### src/rtl/pong_timing_pkg.sv
// Default horizontal/vertical timing constants for the Pong TTL video chain.
// The vertical constants are only used when PONG_HSYNC_VCOUNT_EN is defined.
package pong_timing_pkg;

  localparam int CNT_W = 9;
  typedef logic [CNT_W-1:0] count_t;

  localparam int DEF_H_TOTAL     = 455;
  localparam int DEF_HBLANK_END  = 80;
  localparam int DEF_HSYNC_START = 32;
  localparam int DEF_HSYNC_END   = 64;

  localparam int DEF_V_TOTAL     = 262;
  localparam int DEF_VBLANK_END  = 16;
  localparam int DEF_VSYNC_START = 4;
  localparam int DEF_VSYNC_END   = 8;

endpackage

### src/rtl/sync_window_latch.sv
// Registered window decode: active is high while next_count lies in
// [WIN_START, WIN_END), so the output stays aligned with the counter it tracks.
module sync_window_latch
  import pong_timing_pkg::*;
#(
  parameter int WIN_START = 0,
  parameter int WIN_END   = 1
) (
  input  logic   clk,
  input  logic   reset,
  input  logic   ce,
  input  count_t next_count,
  output logic   active,
  output logic   active_n
);

  localparam count_t START_C = count_t'(WIN_START);
  localparam count_t END_C   = count_t'(WIN_END);
  // Value the window takes at count 0, which is where reset parks the counter.
  localparam logic RESET_ACTIVE = (WIN_START == 0) && (WIN_END > 0);

  logic after_start;
  logic in_window;

  // A zero start is always satisfied; skipping the compare keeps it from being a constant test.
  if (WIN_START == 0) begin : g_start_zero
    assign after_start = 1'b1;
  end else begin : g_start_cmp
    assign after_start = (next_count >= START_C);
  end

  assign in_window = after_start && (next_count < END_C);

  // NOTE: non-blocking assignments so both outputs update on the same edge as the counter.
  always_ff @(posedge clk) begin
    if (reset) begin
      active   <= RESET_ACTIVE;
      active_n <= ~RESET_ACTIVE;
    end else if (ce) begin
      active   <= in_window;
      active_n <= ~in_window;
    end
  end

endmodule

### src/rtl/pong_hsync_gen.sv
// Horizontal timing stage: modulo-H_TOTAL counter with HBLANK/HSYNC window latches.
// Defining PONG_HSYNC_VCOUNT_EN adds the vertical counter and VBLANK/VSYNC latches.
module pong_hsync_gen
  import pong_timing_pkg::*;
#(
  parameter int H_TOTAL     = DEF_H_TOTAL,
  parameter int HBLANK_END  = DEF_HBLANK_END,
  parameter int HSYNC_START = DEF_HSYNC_START,
  parameter int HSYNC_END   = DEF_HSYNC_END
`ifdef PONG_HSYNC_VCOUNT_EN
  ,
  parameter int V_TOTAL     = DEF_V_TOTAL,
  parameter int VBLANK_END  = DEF_VBLANK_END,
  parameter int VSYNC_START = DEF_VSYNC_START,
  parameter int VSYNC_END   = DEF_VSYNC_END
`endif
) (
  input  logic         clk,
  input  logic         reset,
  input  logic         ce,
  output logic [8:0]   h,
  output logic         hreset,
  output logic         hblank,
  output logic         hblank_n,
  output logic         hsync,
  output logic         hsync_n
`ifdef PONG_HSYNC_VCOUNT_EN
  ,
  output logic [8:0]   v,
  output logic         vreset,
  output logic         vblank,
  output logic         vblank_n,
  output logic         vsync,
  output logic         vsync_n
`endif
);

  if (!(HSYNC_START < HSYNC_END && HSYNC_END <= HBLANK_END &&
        HBLANK_END < H_TOTAL && H_TOTAL <= 512)) begin : g_bad_h_params
    $fatal(1, "pong_hsync_gen: illegal horizontal timing parameters");
  end

  localparam count_t H_LAST = count_t'(H_TOTAL - 1);

  count_t h_next;

  assign hreset = (h == H_LAST);

  always_comb begin
    h_next = hreset ? '0 : h + count_t'(1);
  end

  always_ff @(posedge clk) begin
    if (reset)   h <= '0;
    else if (ce) h <= h_next;
  end

  sync_window_latch #(.WIN_START(0), .WIN_END(HBLANK_END)) u_hblank (
    .clk(clk), .reset(reset), .ce(ce), .next_count(h_next),
    .active(hblank), .active_n(hblank_n)
  );

  sync_window_latch #(.WIN_START(HSYNC_START), .WIN_END(HSYNC_END)) u_hsync (
    .clk(clk), .reset(reset), .ce(ce), .next_count(h_next),
    .active(hsync), .active_n(hsync_n)
  );

`ifdef PONG_HSYNC_VCOUNT_EN
  if (!(VSYNC_START < VSYNC_END && VSYNC_END <= VBLANK_END &&
        VBLANK_END < V_TOTAL && V_TOTAL <= 512)) begin : g_bad_v_params
    $fatal(1, "pong_hsync_gen: illegal vertical timing parameters");
  end

  localparam count_t V_LAST = count_t'(V_TOTAL - 1);

  count_t v_next;

  assign vreset = hreset && (v == V_LAST);

  // v only moves on the last pixel of a line; otherwise v_next is simply v.
  always_comb begin
    v_next = v;
    if (hreset) v_next = (v == V_LAST) ? '0 : v + count_t'(1);
  end

  always_ff @(posedge clk) begin
    if (reset)   v <= '0;
    else if (ce) v <= v_next;
  end

  sync_window_latch #(.WIN_START(0), .WIN_END(VBLANK_END)) u_vblank (
    .clk(clk), .reset(reset), .ce(ce), .next_count(v_next),
    .active(vblank), .active_n(vblank_n)
  );

  sync_window_latch #(.WIN_START(VSYNC_START), .WIN_END(VSYNC_END)) u_vsync (
    .clk(clk), .reset(reset), .ce(ce), .next_count(v_next),
    .active(vsync), .active_n(vsync_n)
  );
`endif

endmodule

### config.mk
export PLATFORM = sky130hd
export DESIGN_NAME = pong_hsync_gen
export DESIGN_NICKNAME = d
export VERILOG_FILES = /design/src/rtl/pong_timing_pkg.sv /design/src/rtl/sync_window_latch.sv /design/src/rtl/pong_hsync_gen.sv
export SDC_FILE = /design/constraint.sdc
export NUM_CORES = 1
export LEC_CHECK = 0
export ABC_AREA = 0
export CAP_MARGIN = 20
export CORE_MARGIN = 8
export CORE_UTILIZATION = 51
export DETAILED_ROUTE_END_ITERATION = 12
export PLACE_DENSITY = 0.91
export SETUP_SLACK_MARGIN = 0.3
export SYNTH_ARGS = -nofsm -noshare
export SYNTH_HDL_FRONTEND = slang
export SYNTH_SLANG_ARGS = --single-unit
### constraint.sdc
create_clock -name clk -period 3.9 [get_ports clk]
set_clock_uncertainty 0.2 [all_clocks]
set_input_delay 0.39 -clock clk [delete_from_list [all_inputs] [get_ports clk]]
set_output_delay 0.39 -clock clk [all_outputs]
set_load 0.01 [all_outputs]
=== Word level (Yosys, flattened, before mapping) ===
Index checks and enable logic that the tools add are counted.

* Register bits after elaboration: 13
* Output and inout bits: 14
* Input port bits: 3
* Word-level logic and storage cells: 14

* Add/sub/neg operators: 1
* Bitwise operators: 2
* Equal/unequal tests: 1
* Multiplexer cells: 1
* $lt $le $gt $ge: 3
* Reductions and logical operators: 1

{| class="wikitable"
|+ Operators by type and width
! kind !! count
|-
| $lt A9 B7 Y1 const B || 2
|-
| $add A9 B1 Y9 const B || 1
|-
| $eq A9 B9 Y1 const B || 1
|-
| $ge A9 B6 Y1 const B || 1
|-
| $mux W9 || 1
|-
| $not A1 Y1 || 2
|-
| $logic_and A1 B1 Y1 || 1
|}

=== Longest topological paths before layout ===
* Depth after elaboration: 5
* Mapped depth: 7
* Depth with buffers taken out: 7

=== Hierarchy ===
A second synthesis with hierarchy kept.

* Cells, all modules: 87
* Area total of the unflattened synthesis: 737.0 µm²

{| class="wikitable"
|+ Modules (own cells, without submodules)
! module !! sequential area each (µm²) !! area each (µm²) !! cells an instance !! instances
|-
| pong_hsync_gen || 180.2 || 579.3 || 72 || 1
|-
| sync_window_latch at u_hsync || 40.0 || 80.1 || 7 || 1
|-
| sync_window_latch at u_hblank || 40.0 || 77.6 || 8 || 1
|}

=== Worst setup path before layout ===
No wires, ideal clock.

* Path kind: register -> register
* Start point: register h[0]
* End point: register u_hblank.active
* Setup slack: 1.831 ns
* Arrival time: 1.747 ns
* Required time: 3.578 ns
* Setup time: 0.122 ns
* Clock period less this slack: 2.069 ns
* Stages on the path, launching flop included: 6
* Path buffers: 0
* Cells stage by stage: dfxtp_1 > ha_1 > nand2_1 > or4_1 > and3_4 > a311o_1

* Longest elaborated chain between the ends: 3
* Elaborated cells on any way between the ends: 4
* Those cells by class: 1 x add/sub; 1 x order compare; 1 x eq/ne; 1 x mux

{| class="wikitable"
|+ RTL lines
! what !! line !! source
|-
| start, declared || pong_hsync_gen.sv:21 || <nowiki>output logic [8:0] h,</nowiki>
|-
| start signal, assigned || pong_hsync_gen.sv:55 || <nowiki>else if (ce) h <= h_next;</nowiki>
|-
| $add A9 B1 Y9 / $eq A9 B9 Y1 (equally long branches) || pong_hsync_gen.sv:50, pong_hsync_gen.sv:47 ||
|-
| $mux W9 * || pong_hsync_gen.sv:50 || <nowiki>h_next = hreset ? '0 : h + count_t'(1);</nowiki>
|-
| $lt A9 B7 Y1 * || sync_window_latch.sv:32 || <nowiki>assign in_window = after_start && (next_count < END_C);</nowiki>
|-
| end signal, assigned || sync_window_latch.sv:40 || <nowiki>active <= in_window;</nowiki>
|-
| end, declared || sync_window_latch.sv:13 || <nowiki>output logic active,</nowiki>
|}

Every way passes the cells marked *; elsewhere a longest branch is shown, timed or not.
A chain may end at the register's enable or synchronous reset.

=== Worst setup path after layout ===
* Start point: register h[1]
* End point: output port hreset

* Longest elaborated chain between the ends: 1

{| class="wikitable"
|+ RTL lines
! what !! line !! source
|-
| $eq A9 B9 Y1 || pong_hsync_gen.sv:47 || <nowiki>assign hreset = (h == H_LAST);</nowiki>
|-
| end, declared || pong_hsync_gen.sv:22 || <nowiki>output logic hreset,</nowiki>
|}

Every way passes these cells.

==> out/summary.txt <==
Outcome - finished clean
Post-Syn Nets - 91
Cell variety after synth - 38
CP peak stage delay - 0.63 ns
WS Path Type - flop to output port
Switching share of total power - 25.5%
Die Ht - 54.2 µm
Unrepaired setup endpoints after global routing - no
Die area - 2940 µm²
Worst Hold Class - flop to flop
Startpoint types - flop
Synth Instances - 86
Placed insts - 115
GR Overflow Total - 0
H-tree depth - 1
Sink Count - 13
FF+latch area - 260 µm²
Final #Nets - 109
Most common cell after layout, fill and taps aside - clkdlybuf4s50_1
Fill cell total of the finished layout - 128
Top-area cell type share of the netlist area - 34.9%
Non-filler instance count after layout - 119
Max-cap violations - 0
Power density cells - 284 nW/µm²
First-pass GRT wire length - 2.68 mm
All-layer global routing usage - 11.7%
Multi-input gate area - 467 µm²
Post-synth EDFFs - 0
Starting Density - 51.9%
Routability Congestion - 0.786
Die Wd - 54.2 µm
Slew margin rel. - 63.7%
Post-route ant nets - 0
Top FF cell, synth - dfxtp_1
Clock share of power - 30.8%
Leakage power - 0.301 nW
CTS tree - yes
Yosys Warn Count - 0
Least-Margin Pin Slew - 0.543 ns
Most frequent cells in the layout - clkdlybuf4s50_1, dfxtp_1, nor2_1, nand2_1
Synth area leaders - dfxtp_1, nor2_1, nand2_1
Longest Clk Path Bufs - 2
Worst path slowest cell - clkdlybuf4s50_1
CTS Buf Count - 3
Reg clk slew, reported paths - 0.08 ns
Req. time, crit path - 3.31 ns
Leading area contributor after synthesis - dfxtp_1
Worst Setup End Kind - output port
Setup Buffers After CTS - 0
Synthesis-stage register bit count - 13
Cell internal pwr - 0.000199 W
Crit path time final - 2.66 ns
Worst-case reg-to-reg path depth - 5
Pins Over Slew Limit - 0
Final setup TNS - 0 ns
Synth async-reset ratio - 0%
Clock latency on the worst-skew pair - 0.27 ns
Endpoints failing hold - 0
Worst hold margin - 0.254 ns
WHS Path Cells - 2
Vias in the first global route - 612
Share of cells above drive strength 1 - 11.7%
Mapped Area - 746 µm²
Boundary Pins - 17
Maximum fanout along the worst path - 6
Setup Viol. Count Final - 0
Cts hold-fix bufs - 0
Syn avg cell area - 8.67 µm²
Core Rows - 14
Worst EP arrival - 2.07 ns
Vias - 696
Area added between synthesis and finish - 25.7%
Pre-antenna DRT Iters - 4
Sw power - 0.0000678 W
Fin crit share - 68.3%
Comb pwr share - 14.7%
# diodes - 0
Vias per Instance - 5.85
# DRC - 0
Core ar. - 1440 µm²
Clk Tree Root Cell - clkbuf_4
Post-CTS Resized - 0
Largest net degree at the start of global routing - 17
Port Buf Inserts - 16
Post-DR wirelength/cell - 13.7 µm
Seq/Total Area, Yosys - 34.9%
Crit-path cells - ha_1 -> nand2b_1 -> nor3_2 -> clkdlybuf4s50_1
Max VDD drop - 245 µV
WL final - 1.63 mm
Sequential share of power - 54.4%
Drt initial violations - 13
Max Freq - 375 MHz
Antenna violations before repair - 0
-- logic make-up (layout without fill, tap and decap cells) --
family | Yosys count | count (layout) | synth area share [%]
muxes | 2 | 2 | 2.68
xor gates and xnor gates | 2 | 2 | 2.35
and+or+nand+nor | 44 | 44 | 34.9
DFF | 13 | 13 | 34.9
AOI/OAI and AO/OA | 19 | 19 | 19.3
buffers and inverters | 4 | 21 | 2.52
adders and majority gates | 2 | 2 | 3.36
-- critical path: cells and delay by family (launching register included) --
| kind | cells | cell delay [ns] |
|---|---|---|
| DFF | 1 | 0.44 |
| adders and majority gates | 1 | 0.22 |
| buffers and inverters | 1 | 0.63 |
| and+or+nand+nor | 2 | 0.51 |
-- final timing paths --
kind / endpoint / slack (ns) / from
worst max-delay path: hreset / 1.24 / h[1]
worst min-delay path: u_hsync.active / 0.25 / u_hsync.active
worst max register to register: u_hblank.active / 1.72 / h[0]
worst min register to register: u_hsync.active / 0.25 / u_hsync.active
-- flip-flops by register name (all words and copies together) (netlist names) --
name and flops:
h 9, u_hblank.active 1, u_hsync.active 1, u_hblank.active_n 1
u_hsync.active_n 1
-- area by class of cell --
type | count | area share (%)
inverters | 1 | 0.401
flip-flops and latches | 13 | 27.8
repair buffers | 16 | 17.1
clock buffers | 4 | 2.80
well taps | 16 | 2.14
multi-input cells | 69 | 49.8
-- synth_stat cells, types with 2 or more instances --
cell	n
or2b_1	2
mux2i_1	2
nand2_1	8
ha_1	2
o21ai_0	4
nand3_2	2
nand4_1	2
clkbuf_1	2
nand3_1	3
nor3_2	2
nor2b_1	2
xor2_1	2
nor3_1	2
dfxtp_1	13
nor2_1	12
a21oi_1	4
-- through the flow --
stage / setup WS, ns / util, % / area [µm²] / total power, W
final: 1.24 / 65.2 / 937 / 0.000266
after global routing: 1.17 / 65.2 / 937 / 0.000278
after CTS: 1.25 / 65.2 / 937 / 0.000271
after detailed placement: 1.56 / 63.4 / 911 / 0.000188
after global placement: 1.60 / 63.4 / 911 / 0.000187
after floorplan: 1.83 / - / 746 / 0.000170
-- power groups by stage --
stage               Clock [W]  Sequential (W)  Combinational [W]
floorplan                   0        0.000150          0.0000201
global placement            0        0.000148          0.0000388
detailed placement          0        0.000148          0.0000395
CTS                 0.0000865        0.000145          0.0000396
global route        0.0000885        0.000146          0.0000433
finish              0.0000821        0.000145          0.0000393
-- metal layers --
layer / share of wire, % / vias to the layer above / track usage [%]
li1: - / 351 / -
met1: 44 / 329 / 14.8
met3: 4.3 / 0 / 1.63
met5: 0 / - / 0
met4: 0 / 0 / 3.69
met2: 52 / 16 / 20.0
Power figures use the tool's default switching activity.
